===== src/rtl/mac_seq_ctrl.sv =====
// Sequenced signed vector MAC: accumulates len beats of pr-lane dot products
// and presents the sum with a valid/ready result handshake.
module mac_seq_ctrl #(
  parameter int unsigned bw      = 8,
  parameter int unsigned pr      = 8,
  parameter int unsigned bw_psum = 2*bw+3,
  parameter int unsigned cnt_bw  = 6,
  parameter int unsigned acc_bw  = bw_psum+cnt_bw
) (
  input  logic                     clk,
  input  logic                     reset,
  input  logic                     start,
  input  logic [cnt_bw-1:0]        len,
  output logic                     busy,
  input  logic                     in_valid,
  output logic                     in_ready,
  input  logic [pr*bw-1:0]         a,
  input  logic [pr*bw-1:0]         b,
  output logic                     out_valid,
  input  logic                     out_ready,
  output logic [acc_bw-1:0]        out
);

  localparam int unsigned pw = 2*bw;

  typedef enum logic [1:0] {
    IDLE = 2'd0,
    ACC  = 2'd1,
    DONE = 2'd2
  } state_t;

  state_t                     state;
  logic signed [acc_bw-1:0]   acc;
  logic        [cnt_bw-1:0]   cnt;
  logic        [cnt_bw-1:0]   len_q;
  logic signed [pw-1:0]       prod [pr];
  logic signed [bw_psum-1:0]  beat;
  logic                       last_beat;

  // Per-lane signed products summed into one beat-wide partial sum
  always_comb begin
    beat = '0;
    for (int i = 0; i < pr; i++) begin
      prod[i] = pw'(signed'(a[bw*i +: bw])) * pw'(signed'(b[bw*i +: bw]));
      beat    = beat + bw_psum'(prod[i]);
    end
  end

  assign last_beat = (cnt == cnt_bw'(len_q - cnt_bw'(1)));
  assign in_ready  = (state == ACC);
  assign out       = acc;

  always_ff @(posedge clk) begin
    if (reset) begin
      state     <= IDLE;
      acc       <= '0;
      cnt       <= '0;
      len_q     <= '0;
      busy      <= 1'b0;
      out_valid <= 1'b0;
    end else begin
      case (state)
        IDLE: begin
          if (start && (len != '0)) begin
            len_q <= len;
            acc   <= '0;
            cnt   <= '0;
            busy  <= 1'b1;
            state <= ACC;
          end
        end
        ACC: begin
          if (in_valid) begin
            acc <= acc + acc_bw'(beat);
            cnt <= cnt + cnt_bw'(1);
            if (last_beat) begin
              state     <= DONE;
              out_valid <= 1'b1;
            end
          end
        end
        DONE: begin
          if (out_ready) begin
            state     <= IDLE;
            busy      <= 1'b0;
            out_valid <= 1'b0;
          end
        end
        default: begin
          state     <= IDLE;
          busy      <= 1'b0;
          out_valid <= 1'b0;
        end
      endcase
    end
  end

endmodule


===== config.mk =====
export PLATFORM = sky130hd
export DESIGN_NAME = mac_seq_ctrl
export DESIGN_NICKNAME = d
export VERILOG_FILES = /design/src/rtl/mac_seq_ctrl.sv
export SDC_FILE = /design/constraint.sdc
export NUM_CORES = 2
export LEC_CHECK = 0
export CAP_MARGIN = 20
export CORE_ASPECT_RATIO = 1.75
export CORE_UTILIZATION = 41
export DETAILED_ROUTE_END_ITERATION = 12
export HOLD_SLACK_MARGIN = 0.12
export PLACE_DENSITY = 0.58
export SYNTH_ARGS = -nofsm -noshare
export SYNTH_HDL_FRONTEND = slang
export SYNTH_SLANG_ARGS = --single-unit
export TNS_END_PERCENT = 100

===== constraint.sdc =====
create_clock -name clk -period 16.35 [get_ports clk]
set_input_delay 2.4525 -clock clk [delete_from_list [all_inputs] [get_ports clk]]
set_output_delay 2.4525 -clock clk [all_outputs]
set_load 0.02 [all_outputs]

# After elaboration in Yosys (flattened, before gate mapping)
# Cells that the tools add are included.
[op_classes] add_sub_neg=10 n_mul=8 eq_ne=7 n_mux=17 n_bitwise=2 reduce_logical=9
[ops] operator="$mul 8x8->16" count=8
[ops] operator="$add 19x16->19" count=4
[ops] operator="$mux 25" count=2
[ops] operator="$pmux 25 s2" count=1
[ops] operator="$add 25x19->25" count=1
[ops] operator="$add 18x16->19" count=1
[ops] operator="$add 17x16->18" count=1
[ops] operator="$add 16x16->17" count=1
[ops] operator="$mux 6" count=2
[ops] operator="$pmux 6 s2" count=1
[ops] operator="$mux 2" count=4
[ops] operator="$reduce_and 4->1" count=2
[ops] operator="$add 6x1->6 const B" count=1
[ops] operator="$eq 6x6->1" count=1
[ops] operator="$ne 2x2->1 const B" count=3
[ops] operator="$pmux 1 s3" count=2
[ops] operator="$pmux 2 s3" count=1
[ops] operator="$reduce_and 3->1" count=2
[ops] operator="$reduce_bool 6->1" count=1
[ops] operator="$sub 6x1->6 const B" count=1
[ops] operator="$mux 1" count=4
[ops] operator="$eq 2x1->1 const B" count=1
[ops] operator="$eq 2x2->1 const B" count=1
[ops] operator="$logic_not 2->1" count=1
[ops] operator="5 further kinds" count=6
[word_totals] regBits=41 out_inout_bits=28 elab_cells=59

# Longest topological paths before layout
[logic_depth] depth_word=11 ltp_mapped=30

# Worst setup path before layout
# OpenSTA, ideal clock, no wires.
[synth_timing] kind="input-to-reg" startpoint="in b[59]" endpoint="reg acc[24], in the netlist out[24]" arrival_time_ns=9.709 slack_ns=6.524 path_stages=28 path_buffers=1 path_cell_list="clkbuf_1 nand2_1 inv_1 fa_1 inv_1 fa_1 fa_1 inv_1 fa_1 inv_1 fa_1 inv_1 fa_1 fa_1 inv_1 fa_1 inv_1 fa_1 inv_1 fa_1 inv_1 ha_1 a21oi_1 a31oi_1 a211oi_1 a31oi_1 xnor2_1 a22o_1"
[synth_between] elab_chain_cells=5
[synth_rtl] item="start, declared" line_no="18" rtl="input logic [pr*bw-1:0] b,"
[synth_rtl] item="$mul 8x8->16" line_no="44" rtl="prod[i] = pw'(signed'(a[bw*i +: bw])) * pw'(signed'(b[bw*i +: bw]));"
[synth_rtl] item="$add 19x16->19" line_no="45" rtl="beat = beat + bw_psum'(prod[i]);"
[synth_rtl] item="$add 25x19->25" line_no="74" rtl="acc <= acc + acc_bw'(beat);"
[synth_rtl] item="$mux 25" line_no="73" rtl="if (in_valid) begin"
[synth_rtl] item="$pmux 25 s2" line_no="62" rtl="case (state)"
[synth_rtl] item="end signal, assigned" line_no="74"
[synth_rtl] item="end, declared" line_no="33" rtl="logic signed [acc_bw-1:0] acc;"
# Every way passes these cells. The select of a mux whose other input is x is not followed.
# A chain may end at the register's enable or synchronous reset.

# Worst setup path in the final report
[layout_timing] startpoint="in a[63]" endpoint="reg acc[23], in the netlist out[23]"
[layout_between] elab_chain_cells=5
[layout_rtl] item="start, declared" line_no="17" rtl="input logic [pr*bw-1:0] a,"
[layout_rtl] item="$mul 8x8->16" line_no="44"
[layout_rtl] item="$add 19x16->19" line_no="45"
[layout_rtl] item="$add 25x19->25" line_no="74"
[layout_rtl] item="$mux 25" line_no="73"
[layout_rtl] item="$pmux 25 s2" line_no="62"
# Every way passes these cells. The select of a mux whose other input is x is not followed.

==> results_tabular.tex <==
\begin{tabular}{lr}
\hline
Metric & Value \\
\hline
\multicolumn{2}{l}{\textbf{GRT}} \\
\quad Number of global-route vias before repair & 21,482 \\
\quad Initial antenna violation count & 5 \\
\quad Total grt overflow & 0 \\
\quad Pin count of the biggest net entering global routing & 31 \\
\quad Total track usage & 23.0\% \\
\quad First-pass GRT wire length & 114 mm \\
\multicolumn{2}{l}{\textbf{Layout}} \\
\quad Fraction of final layout cells sized beyond drive strength 1 & 1.30\% \\
\quad Most used cells in the layout excluding fill and tap cells & sky130\_fd\_sc\_hd\_\_inv\_1, sky130\_fd\_sc\_hd\_\_fa\_1, sky130\_fd\_sc\_hd\_\_and2\_1, sky130\_fd\_sc\_hd\_\_ha\_1, sky130\_fd\_sc\_hd\_\_nand2\_1 \\
\quad Util after Layout & 46.0\% \\
\quad Net total in the final layout & 3,896 \\
\quad Commonest non-fill, non-tap cell in the layout & sky130\_fd\_sc\_hd\_\_inv\_1 \\
\quad Synthesis-to-layout area growth & 10.6\% \\
\multicolumn{2}{l}{\textbf{Critical path}} \\
\quad Highest net fanout along the worst path & 8 \\
\quad Path depth of the worst reg2reg path & 22 \\
\quad Launch instance of the worst register-to-register path & out[6]\$\_SDFFE\_PP0P\_ \\
\quad Critical path required time & 16.60 ns \\
\quad Crit path launch type & input port \\
\quad Critical path's slowest cell & sky130\_fd\_sc\_hd\_\_clkdlybuf4s50\_1 \\
\quad Crit path capture type & register \\
\quad Peak per-stage delay on the critical path & 0.65 ns \\
\quad Worst path most repeated cell & sky130\_fd\_sc\_hd\_\_fa\_1 \\
\quad Buffers and inverters on the worst path & 10 \\
\quad Worst Setup Path Type & in2reg \\
\quad Slack of the worst reg-to-reg path & 9.23 ns \\
\quad Largest delay share family, worst path & adder cells \\
\quad Worst flop-to-flop path endpoint & out[21]\$\_SDFFE\_PP0P\_ \\
\quad Data arrival, critical path & 11.03 ns \\
\multicolumn{2}{l}{\textbf{STA}} \\
\quad Max transition margin & 47.4\% \\
\quad Final setup violation count & 0 \\
\quad Number of hold-slack violations in the final timing report & 0 \\
\quad Final critical-path share of the clock period & 66.0\% \\
\quad Tightest hold margin & 0.492 ns \\
\quad Worst-margin pin slew & 0.787 ns \\
\quad Slack of the critical path & 5.56 ns \\
\quad Unrepaired setup endpoints after global routing & false \\
\quad Skew final & 0.0112 ns \\
\quad Post-layout minimum cycle time & 10.79 ns \\
\quad Max Freq & 92.7 MHz \\
\quad Final slew viol count & 0 \\
\quad Setup TNS & 0 ns \\
\multicolumn{2}{l}{\textbf{Yosys}} \\
\quad Count of state elements after synthesis & 41 \\
\quad Top flip-flop cell by instance count after synthesis & sky130\_fd\_sc\_hd\_\_dfxtp\_1 \\
\quad Net Count, Synth & 3,737 \\
\quad Combinational family with the most area after synthesis & adder cells \\
\quad Number of flops mapped to enable cells by yosys & 0 \\
\quad Synthesized-area fraction occupied by adder cells & 68.5\% \\
\quad Sequential share of the synthesized area & 3.11\% \\
\quad Total standard cell area after synthesis & 26,400 µm² \\
\quad Number of warnings printed during yosys synthesis & 0 \\
\quad Synthesized instance count & 2,606 \\
\quad Synthesized area per cell & 10.1 µm² \\
\quad Compound-Gate Fraction of Synth Area & 2.60\% \\
\quad Share of the synthesized netlist area taken by xor and xnor gates & 1.45\% \\
\quad Count of unique library cells instantiated by Yosys & 60 \\
\quad Multiplexer area fraction after synthesis & 0.280\% \\
\quad Simple-gate share of the synthesized area & 12.3\% \\
\quad Async S/R FF share, synth & 0\% \\
\multicolumn{2}{l}{\textbf{Drt}} \\
\quad DRT Pass-1 Iters & 4 \\
\quad Sum of routed wire length over all layers & 69.8 mm \\
\quad Count of nets left with antenna violations after detail routing & 0 \\
\quad Post-route DRC & 0 \\
\quad Vias per cell & 4.89 \\
\quad Number of design-rule violations left by the first detailed-router iteration & 518 \\
\quad Post-detailed-route wirelength per cell & 19.5 µm \\
\quad Number of vias in the routed layout & 17,489 \\
\multicolumn{2}{l}{\textbf{Hold path}} \\
\quad Path category of the worst min-delay check & reg2reg \\
\quad Count of cells along the worst hold path & 2 \\
\quad Worst min-delay path endpoint & out[3]\$\_SDFFE\_PP0P\_ \\
\quad Critical hold path startpoint & out[3]\$\_SDFFE\_PP0P\_ \\
\multicolumn{2}{l}{\textbf{Clock network}} \\
\quad Sinks on Clock Net & 41 \\
\quad Number of buffers added by the clock tree synthesis step & 5 \\
\quad CTS resizes & 0 \\
\quad Number of H-tree levels & 2 \\
\quad Longest Clk Path Bufs & 2 \\
\quad Number of buffers inserted by post-CTS setup repair & 0 \\
\quad Reg clk slew, reported paths & 0.07 ns \\
\quad TritonCTS clock tree & done \\
\quad Root Driver & sky130\_fd\_sc\_hd\_\_clkbuf\_16 \\
\quad Clock Latency Late Sink & 0.31 ns \\
\quad Hold bufs inserted after CTS & 0 \\
\multicolumn{2}{l}{\textbf{Die}} \\
\quad Effective utilization at floorplan & 41.6\% \\
\quad Total I/O pin count & 167 \\
\quad Placement row count & 122 \\
\quad Die extent in y & 337 µm \\
\quad Total Die Area & 65,300 µm² \\
\quad Core Footprint & 63,300 µm² \\
\quad Die outline width & 194 µm \\
\multicolumn{2}{l}{\textbf{Job}} \\
\quad Max Cap Violations & 0 \\
\multicolumn{2}{l}{\textbf{Status}} \\
\quad Outcome & finished, final reports clean \\
\multicolumn{2}{l}{\textbf{Placement}} \\
\quad Count of input and output buffers & 166 \\
\quad Post-Place Setup Slack & 5.22 ns \\
\quad Final Wtd Congestion & 0.883 \\
\quad Hpwl dp & 66.5 mm \\
\hline
\end{tabular}
## state kept, by name, indices dropped and copies added (netlist names)
name / cells
out: 25
cnt: 6
len_q: 6
state: 2
busy: 1
out_valid: 1
## metal layers
| metal | part of all wire, % | GRT usage, % | vias up |
|---|---|---|---|
| li1 | - | - | 7769 |
| met2 | 59 | 48.0 | 398 |
| met1 | 34 | 23.3 | 9155 |
| met4 | 3.8 | 8.46 | 8 |
| met5 | 0.079 | 0 | - |
| met3 | 2.9 | 1.62 | 159 |
## final cells by class
type                    instances  area, µm²
well taps                     806       1010
diodes                          1       2.50
flip-flops and latches         41        821
repair buffers                169       1680
inverters                     797       2990
clock inverters                 2       38.8
multi-input cells            1751      22500
fillers                      6067      34200
clock buffers                   6        129
## per-stage QoR
step	area, µm²	instances
after floorplan	26400	2606
after global placement	29000	3564
after detailed placement	29000	3564
after CTS	29100	3572
after global routing	29100	3573
final	29100	3573
## worst max path at each step
stage                     cells past startpoint                    to  start  slack [ns]
final                                        29  out[23]$_SDFFE_PP0P_  a[63]        5.56
after global routing                         29  out[24]$_SDFFE_PP0P_  a[63]        5.14
after CTS                                    26  out[24]$_SDFFE_PP0P_  a[47]        5.54
after detailed placement                     24  out[23]$_SDFFE_PP0P_  a[63]        5.22
after global placement                       24  out[23]$_SDFFE_PP0P_  a[63]        5.27
after floorplan                              28  out[24]$_SDFFE_PP0P_  b[59]        6.52
## worst register-to-register path, stage by stage (launching register included)
cell                      delay [ns]
sky130_fd_sc_hd__dfxtp_1        0.34
sky130_fd_sc_hd__ha_1           0.23
sky130_fd_sc_hd__fa_1           0.49
sky130_fd_sc_hd__fa_1           0.51
sky130_fd_sc_hd__inv_1          0.05
sky130_fd_sc_hd__fa_1           0.48
sky130_fd_sc_hd__inv_1          0.05
sky130_fd_sc_hd__ha_1           0.29
sky130_fd_sc_hd__fa_1           0.51
sky130_fd_sc_hd__fa_1           0.51
sky130_fd_sc_hd__inv_1          0.06
sky130_fd_sc_hd__fa_1           0.54
sky130_fd_sc_hd__inv_1          0.05
sky130_fd_sc_hd__fa_1           0.51
sky130_fd_sc_hd__fa_1           0.42
sky130_fd_sc_hd__ha_1           0.38
sky130_fd_sc_hd__o21ai_0        0.11
sky130_fd_sc_hd__a21oi_1        0.54
sky130_fd_sc_hd__o21ai_4        0.20
sky130_fd_sc_hd__o21ai_2        0.23
sky130_fd_sc_hd__a31oi_1        0.15
sky130_fd_sc_hd__xnor2_1        0.16
sky130_fd_sc_hd__a22o_1         0.19
## synthesized netlist by cell type (8+ instances only)
cell type,number,area (µm²)
sky130_fd_sc_hd__nand2b_1,31,194
sky130_fd_sc_hd__clkbuf_1,11,41.3
sky130_fd_sc_hd__nand2_1,196,736
sky130_fd_sc_hd__nor2_1,53,199
sky130_fd_sc_hd__ha_1,239,2990
sky130_fd_sc_hd__nor2b_1,23,144
sky130_fd_sc_hd__xor2_1,10,87.6
sky130_fd_sc_hd__a21oi_1,26,130
sky130_fd_sc_hd__dfxtp_1,41,821
sky130_fd_sc_hd__nand3_1,9,45.0
sky130_fd_sc_hd__fa_1,753,15100
sky130_fd_sc_hd__o21ai_0,11,55.1
sky130_fd_sc_hd__inv_1,796,2990
sky130_fd_sc_hd__xnor2_1,30,263
sky130_fd_sc_hd__and2_1,275,1720
sky130_fd_sc_hd__a22o_1,8,70.1
## cell families (layout without fill, tap and decap cells)
family,Yosys count,in the layout
AOI/OAI and AO/OA,94,94
xor gates and xnor gates,42,42
adders and majority gates,992,992
buffers and inverters,814,974
DFF,41,41
muxes,7,7
other,0,1
and+or+nand+nor,616,616
Power is not shown: default switching activity piles up to over one toggle a cycle in this logic, so the estimate is an artifact.
